[config.mk]
export PLATFORM = sky130hd
export DESIGN_NAME = pci_msi_sched
export DESIGN_NICKNAME = d
export VERILOG_FILES = /design/src/rtl/pci_msi_sched.sv
export SDC_FILE = /design/constraint.sdc
export NUM_CORES = 1
export LEC_CHECK = 0
export ABC_CLOCK_PERIOD_IN_PS = 1500
export BUFFER_PORTS_ARGS = -buffer_cell sky130_fd_sc_hd__buf_2
export CAP_MARGIN = 20
export CORE_AREA = 8 8 102 104
export CTS_BUF_LIST = sky130_fd_sc_hd__clkbuf_8
export CTS_CLUSTER_SIZE = 20
export DETAILED_ROUTE_END_ITERATION = 7
export DIE_AREA = 0 0 110 112
export PLACE_DENSITY_LB_ADDON = 0.12
export SLEW_MARGIN = 40
export SYNTH_ARGS = -nofsm -noshare
export SYNTH_HDL_FRONTEND = slang
export SYNTH_SLANG_ARGS = --single-unit
[constraint.sdc]
create_clock -name clk -period 1.5 [get_ports clk]
set_input_delay 0.075 -clock clk [delete_from_list [all_inputs] [get_ports clk]]
set_output_delay 0.075 -clock clk [all_outputs]
set_load 0.02 [all_outputs]
[src/rtl/pci_msi_sched.sv]
// MSI/INTx interrupt scheduler: latches source pulses as pending bits, arbitrates them
// round-robin and issues one MSI memory write per event. Optional PCI_MSI_PVM_EN adds per-vector masking.
module pci_msi_sched #(
  parameter int NUM_SRC = 4,
  parameter int RR_INIT = 0
) (
  input  logic               clk,
  input  logic               rst,
  input  logic [NUM_SRC-1:0] irq_i,
  input  logic [NUM_SRC-1:0] pend_clr_i,
  input  logic               msi_enable_i,
  input  logic [2:0]         msi_mme_i,
  input  logic [63:0]        msi_addr_i,
  input  logic [15:0]        msi_data_i,
  input  logic               intx_disable_i,
  output logic               mst_req_o,
  output logic [63:0]        mst_addr_o,
  output logic               mst_dac_o,
  output logic [31:0]        mst_data_o,
  input  logic               mst_gnt_i,
  input  logic               mst_done_i,
  output logic               intx_o,
  output logic [NUM_SRC-1:0] pending_o,
  output logic               busy_o
`ifdef PCI_MSI_PVM_EN
  ,
  input  logic [NUM_SRC-1:0] msi_mask_i,
  output logic [NUM_SRC-1:0] msi_pend_bits_o
`endif
);

  localparam int IDX_W = (NUM_SRC > 1) ? $clog2(NUM_SRC) : 1;

  typedef enum logic [1:0] {S_IDLE, S_REQ, S_WAIT} state_t;

  state_t             state_q, state_d;
  logic [NUM_SRC-1:0] pending_q;
  logic [NUM_SRC-1:0] eligible;
  logic [NUM_SRC-1:0] gnt_clr;
  logic [IDX_W-1:0]   rr_q, sel_q, pick, rr_next;
  logic               found, load, rr_adv;
  logic [63:0]        addr_q;
  logic               dac_q;
  logic [31:0]        data_q;
  logic               intx_q;
  logic [2:0]         vec_lg;
  logic [15:0]        vec_mask, data_low;
  logic               unused_addr_lsbs;

  // Address bits [1:0] are forced to zero on the bus; they are deliberately dropped.
  assign unused_addr_lsbs = ^msi_addr_i[1:0];

`ifdef PCI_MSI_PVM_EN
  assign eligible        = pending_q & ~msi_mask_i;
  assign msi_pend_bits_o = pending_q & msi_mask_i;
`else
  assign eligible        = pending_q;
`endif

  // Round-robin search: first eligible bit at or after rr_q, wrapping modulo NUM_SRC.
  always_comb begin
    int         idx;
    logic [IDX_W-1:0] idx_w;
    // NOTE: every variable gets a default before any branch so no latch is inferred.
    found = 1'b0;
    pick  = '0;
    idx   = 0;
    idx_w = '0;
    for (int i = 0; i < NUM_SRC; i++) begin
      idx = int'(rr_q) + i;
      if (idx >= NUM_SRC) idx = idx - NUM_SRC;
      idx_w = IDX_W'(idx);
      if (!found && eligible[idx_w]) begin
        found = 1'b1;
        pick  = idx_w;
      end
    end
  end

  // Vector count V = 2^min(mme,5); the low log2(V) data bits carry the source index mod V.
  assign vec_lg   = (msi_mme_i > 3'd5) ? 3'd5 : msi_mme_i;
  assign vec_mask = ~(16'hFFFF << vec_lg);
  assign data_low = (msi_data_i & ~vec_mask) | (16'(pick) & vec_mask);

  assign rr_next = (sel_q == IDX_W'(NUM_SRC - 1)) ? '0 : sel_q + 1'b1;

  always_comb begin
    state_d = state_q;
    load    = 1'b0;
    rr_adv  = 1'b0;
    gnt_clr = '0;
    unique case (state_q)
      S_IDLE: begin
        if (msi_enable_i && found) begin
          state_d = S_REQ;
          load    = 1'b1;
        end
      end
      S_REQ: begin
        if (mst_gnt_i) begin
          gnt_clr[sel_q] = 1'b1;
          rr_adv         = 1'b1;
          state_d        = mst_done_i ? S_IDLE : S_WAIT;
        end else if (!msi_enable_i || !pending_q[sel_q]) begin
          // Disabled or software-cleared before grant: withdraw, the write is never sent.
          state_d = S_IDLE;
        end
      end
      S_WAIT: begin
        if (mst_done_i) state_d = S_IDLE;
      end
      default: state_d = S_IDLE;
    endcase
  end

  always_ff @(posedge clk) begin
    // NOTE: sequential state uses non-blocking assignments so all registers update together.
    if (rst) begin
      state_q   <= S_IDLE;
      pending_q <= '0;
      rr_q      <= IDX_W'(RR_INIT);
      sel_q     <= '0;
      addr_q    <= '0;
      dac_q     <= 1'b0;
      data_q    <= '0;
      intx_q    <= 1'b0;
    end else begin
      state_q   <= state_d;
      // A pulse OR'd in after the clear makes a coincident irq win over the clear.
      pending_q <= (pending_q & ~(pend_clr_i | gnt_clr)) | irq_i;
      if (load) begin
        sel_q  <= pick;
        addr_q <= {msi_addr_i[63:2], 2'b00};
        dac_q  <= |msi_addr_i[63:32];
        data_q <= {16'h0000, data_low};
      end
      if (rr_adv) rr_q <= rr_next;
      intx_q <= (|pending_q) & ~msi_enable_i & ~intx_disable_i;
    end
  end

  assign mst_req_o  = (state_q == S_REQ);
  assign busy_o     = (state_q != S_IDLE);
  assign mst_addr_o = addr_q;
  assign mst_dac_o  = dac_q;
  assign mst_data_o = data_q;
  assign intx_o     = intx_q;
  assign pending_o  = pending_q;

endmodule

==> reports/summary.txt <==
====================================================================================
Fin Hold WS                                                                  19.5 ps
Final clock skew                                                             8.30 ps
TritonCTS clock tree                                                             yes
Post-synthesis to final-layout area growth                                     65.8%
Clock sink count                                                                  90
Die ar.                                                                   0.0123 mm²
Cell type with the highest occurrence count on the critical path        sky130_fd_sc_hd__buf_12
Data required time of the critical path                                      1780 ps
Busiest grt layer                                                               met2
DRC violation count after routing                                                  0
Worst slack, placed                                                          -132 ps
Net count of the finished layout                                                 829
Arrival time at the worst endpoint                                           1850 ps
Detailed-route via count                                                        4000
Placed insts                                                                     744
Top-level port count                                                             201
Prevailing post-synth register cell                                     sky130_fd_sc_hd__dfxtp_1
Placeable Area                                                           0.00889 mm²
Cell breakdown of the critical path                                     or3b_4, buf_4, nor2_4, buf_12, buf_12, nand2_1, a21oi_1
Setup repair after global routing missed its margin                             true
Antenna Cells                                                                      0
Startpoint types                                                           flip-flop
Top achievable clock speed                                                   637 MHz
Max Root-Sink Buffers                                                              2
Share of synthesized area occupied by flip-flops and latches                   0.510
Number of enable flip-flop cells after synthesis                                   0
Final setup viols                                                                 71
Half-perimeter wire length after detailed placement                          8.49 mm
Initial DRC count                                                                174
CP max stage cell                                                       sky130_fd_sc_hd__or3b_4
Post-synth ARST share                                                              0
Crit. End Element                                                          flip-flop
Overall routed net length                                                    12.8 mm
Post-layout instance area                                                0.00586 mm²
Wire length of the first global-routing pass                                 20.0 mm
WL per Instance                                                              15.2 µm
Slack of the critical path                                                  -70.9 ps
Instance area at placement                                               0.00471 mm²
Highest ir drop seen on vdd                                                 0.571 mV
Proportion of power drawn by the clock network                                 0.283
Core Util, Final                                                               0.659
Number of violations of the max-capacitance limit                                  0
Switching power share of the total                                             0.301
Total internal power                                                         3.94 mW
Static leakage                                                               2.72 nW
Avg Synthesized Cell Area                                                   7.80 µm²
Number of global-route vias before repair                                       4241
Fraction of the cycle the final worst path needs                                1.05
Total grt overflow                                                                 0
Synth Cell Area                                                          0.00353 mm²
Filler instances                                                                 766
Clock transition at path regs                                                  90 ps
Warnings, synthesis                                                                0
Synthesized instance count                                                       453
Violations in the final reports                                         negative setup slack
Global-route usage over all layers                                             0.200
Logic gate share of total power                                                0.249
GRT met2 Usage                                                                 0.349
Weighted congestion at the end of routability-driven global placement          0.780
Count of different cell masters after synthesis                                   30
Hold violation total from the final report                                         0
Met1 track utilization from global routing                                     0.211
Sequential group share of total power                                          0.468
DR pass1 iterations                                                                4
Number of H-tree branching levels                                                  3
Share of final-layout standard cells stronger than drive strength 1            0.348
Effective utilization at floorplan                                             0.398
Minimum period implied by the final worst setup slack                        1570 ps
I/O Buffers                                                                      180
GR met3 Demand/Resource                                                       0.0711
Crit path max fanout                                                              17
Clock buffer count from CTS                                                        9
Pin count of the biggest net entering global routing                              36
CTS root buf                                                            sky130_fd_sc_hd__clkbuf_8
Pwr/cell area                                                             960 mW/mm²
Max stage delay on crit path                                                  390 ps
Switching power summed over all nets                                         1.69 mW
Final slew viol count                                                              0
Min-delay worst type                                                    primary input to flip-flop
Run status                                                              finished with violations
Vias per cell                                                                   4.74
Number of synthesized register bits                                               90
Fin cells                                                                        844
Type of the worst setup path                                            flip-flop to flip-flop
Chip width                                                                    110 µm
Remaining antenna violation count after routing                                    0
Antenna violations before repair                                                   0
Chip height                                                                   112 µm
Number of placement rows                                                          35
Clock latency reported for the late side of the worst-skew pair               340 ps
====================================================================================
==> Yosys cell counts, types with 2 or more instances <==
cell type | number | share of area
sky130_fd_sc_hd__a211oi_1 | 2 | 0.0042
sky130_fd_sc_hd__a21oi_1 | 86 | 0.12
sky130_fd_sc_hd__a31oi_1 | 4 | 0.0071
sky130_fd_sc_hd__buf_2 | 9 | 0.013
sky130_fd_sc_hd__buf_4 | 20 | 0.042
sky130_fd_sc_hd__clkbuf_1 | 18 | 0.019
sky130_fd_sc_hd__dfxtp_1 | 90 | 0.51
sky130_fd_sc_hd__ha_1 | 4 | 0.014
sky130_fd_sc_hd__inv_1 | 9 | 0.0096
sky130_fd_sc_hd__nand2_1 | 161 | 0.17
sky130_fd_sc_hd__nand4_1 | 2 | 0.0035
sky130_fd_sc_hd__nand4b_1 | 2 | 0.0050
sky130_fd_sc_hd__nor2_1 | 13 | 0.014
sky130_fd_sc_hd__nor3_1 | 4 | 0.0057
sky130_fd_sc_hd__nor4_1 | 10 | 0.018
sky130_fd_sc_hd__o21a_1 | 2 | 0.0042
sky130_fd_sc_hd__o21ai_0 | 2 | 0.0028
sky130_fd_sc_hd__o221ai_1 | 2 | 0.0050
sky130_fd_sc_hd__or4_1 | 2 | 0.0042
==> registers in the layout (all words and copies together) (netlist names) <==
register	cells
intx_o	1
mst_addr_o	62
state_q	2
pending_o	4
rr_q	2
mst_data_o	16
mst_dac_o	1
sel_q	2
==> critical path: cells and delay by family (launching register included) <==
kind	cells	cell delay, ps
DFF	1	320
and+or+nand+nor	3	600
buffers and inverters	3	460
AOI/OAI and AO/OA	1	130
==> layer usage <==
layer | vias up | routed length, µm
li1 | 2008 | -
met1 | 1824 | 4860
met2 | 146 | 6450
met3 | 22 | 1240
met4 | 0 | 261
met5 | - | 0
==> kinds of logic after synthesis <==
family / after synthesis / synth area share
buffers and inverters: 56 / 0.0839
adders and majority gates: 4 / 0.0142
muxes: 2 / 0.00920
and+or+nand+nor: 202 / 0.237
other: 1 / 0.00106
AOI/OAI and AO/OA: 98 / 0.145
DFF: 90 / 0.510
==> final timing paths <==
kind	cells after the start	end	slack, ps	start
setup reg to reg	7	mst_addr_o[31]$_SDFFE_PP0P_	-70	state_q[1]$_SDFFE_PP0P_
hold reg to reg	2	mst_addr_o[61]$_SDFFE_PP0P_	450	mst_addr_o[61]$_SDFFE_PP0P_
setup / recovery	7	mst_addr_o[31]$_SDFFE_PP0P_	-70	state_q[1]$_SDFFE_PP0P_
hold / removal	4	pending_o[0]$_SDFF_PP0_	20	pend_clr_i[0]
==> power groups by stage <==
stage	logic (mW)	registers (mW)	clock network (mW)
final	1.40	2.63	1.59
after global routing	1.52	2.66	1.75
after CTS	1.32	2.63	1.64
after detailed placement	1.15	2.69	0
after global placement	1.13	2.68	0
after floorplan	0.472	2.88	0
==> metrics by stage <==
stage / total power [mW] / setup TNS (ps)
floorplan: 3.35 / -1760
CTS: 5.60 / -839
detailed placement: 3.83 / -6020
global route: 5.92 / -7590
global placement: 3.81 / -5090
finish: 5.63 / -1960
==> layout by cell type, fill, tap and decap left out, drive strengths merged <==
cell type	instances
a211oi	2
a21oi	86
a31oi	4
and3b	1
buf	211
bufinv	1
clkbuf	11
clkinv	2
clkinvlp	2
conb	18
dfxtp	90
dlygate4sd3	81
ha	4
inv	11
mux2i	1
mux4	1
nand2	161
nand2b	1
nand3b	1
nand4	2
nand4b	2
nor2	13
nor2b	1
nor3	4
nor4	10
o21a	2
o21ai	2
o221ai	2
or2	2
or3	1
or3b	1
or4	2
==> layout make-up <==
class                           count  area (µm²)  share of cell area
Inverter                            9        33.8             0.00576
Clock buffer                        9         124              0.0211
Sequential cell                    90        1800               0.308
Multi-Input combinational cell    324        1600               0.273
Timing Repair Buffer              294        2100               0.358
Tap cell                          111         139              0.0237
Clock inverter                      7        62.6              0.0107
==> timing repair <==
item | CTS | global route
gates resized for setup | 7 | 19
hold endpoints to repair | 80 | 0
pin swaps | 2 | 2
gates cloned | 0 | 2
hold buffers | 81 | 0
endpoints found under the setup margin | 81 | 78
setup buffers | 0 | 1
Power figures use the tool's default switching activity.
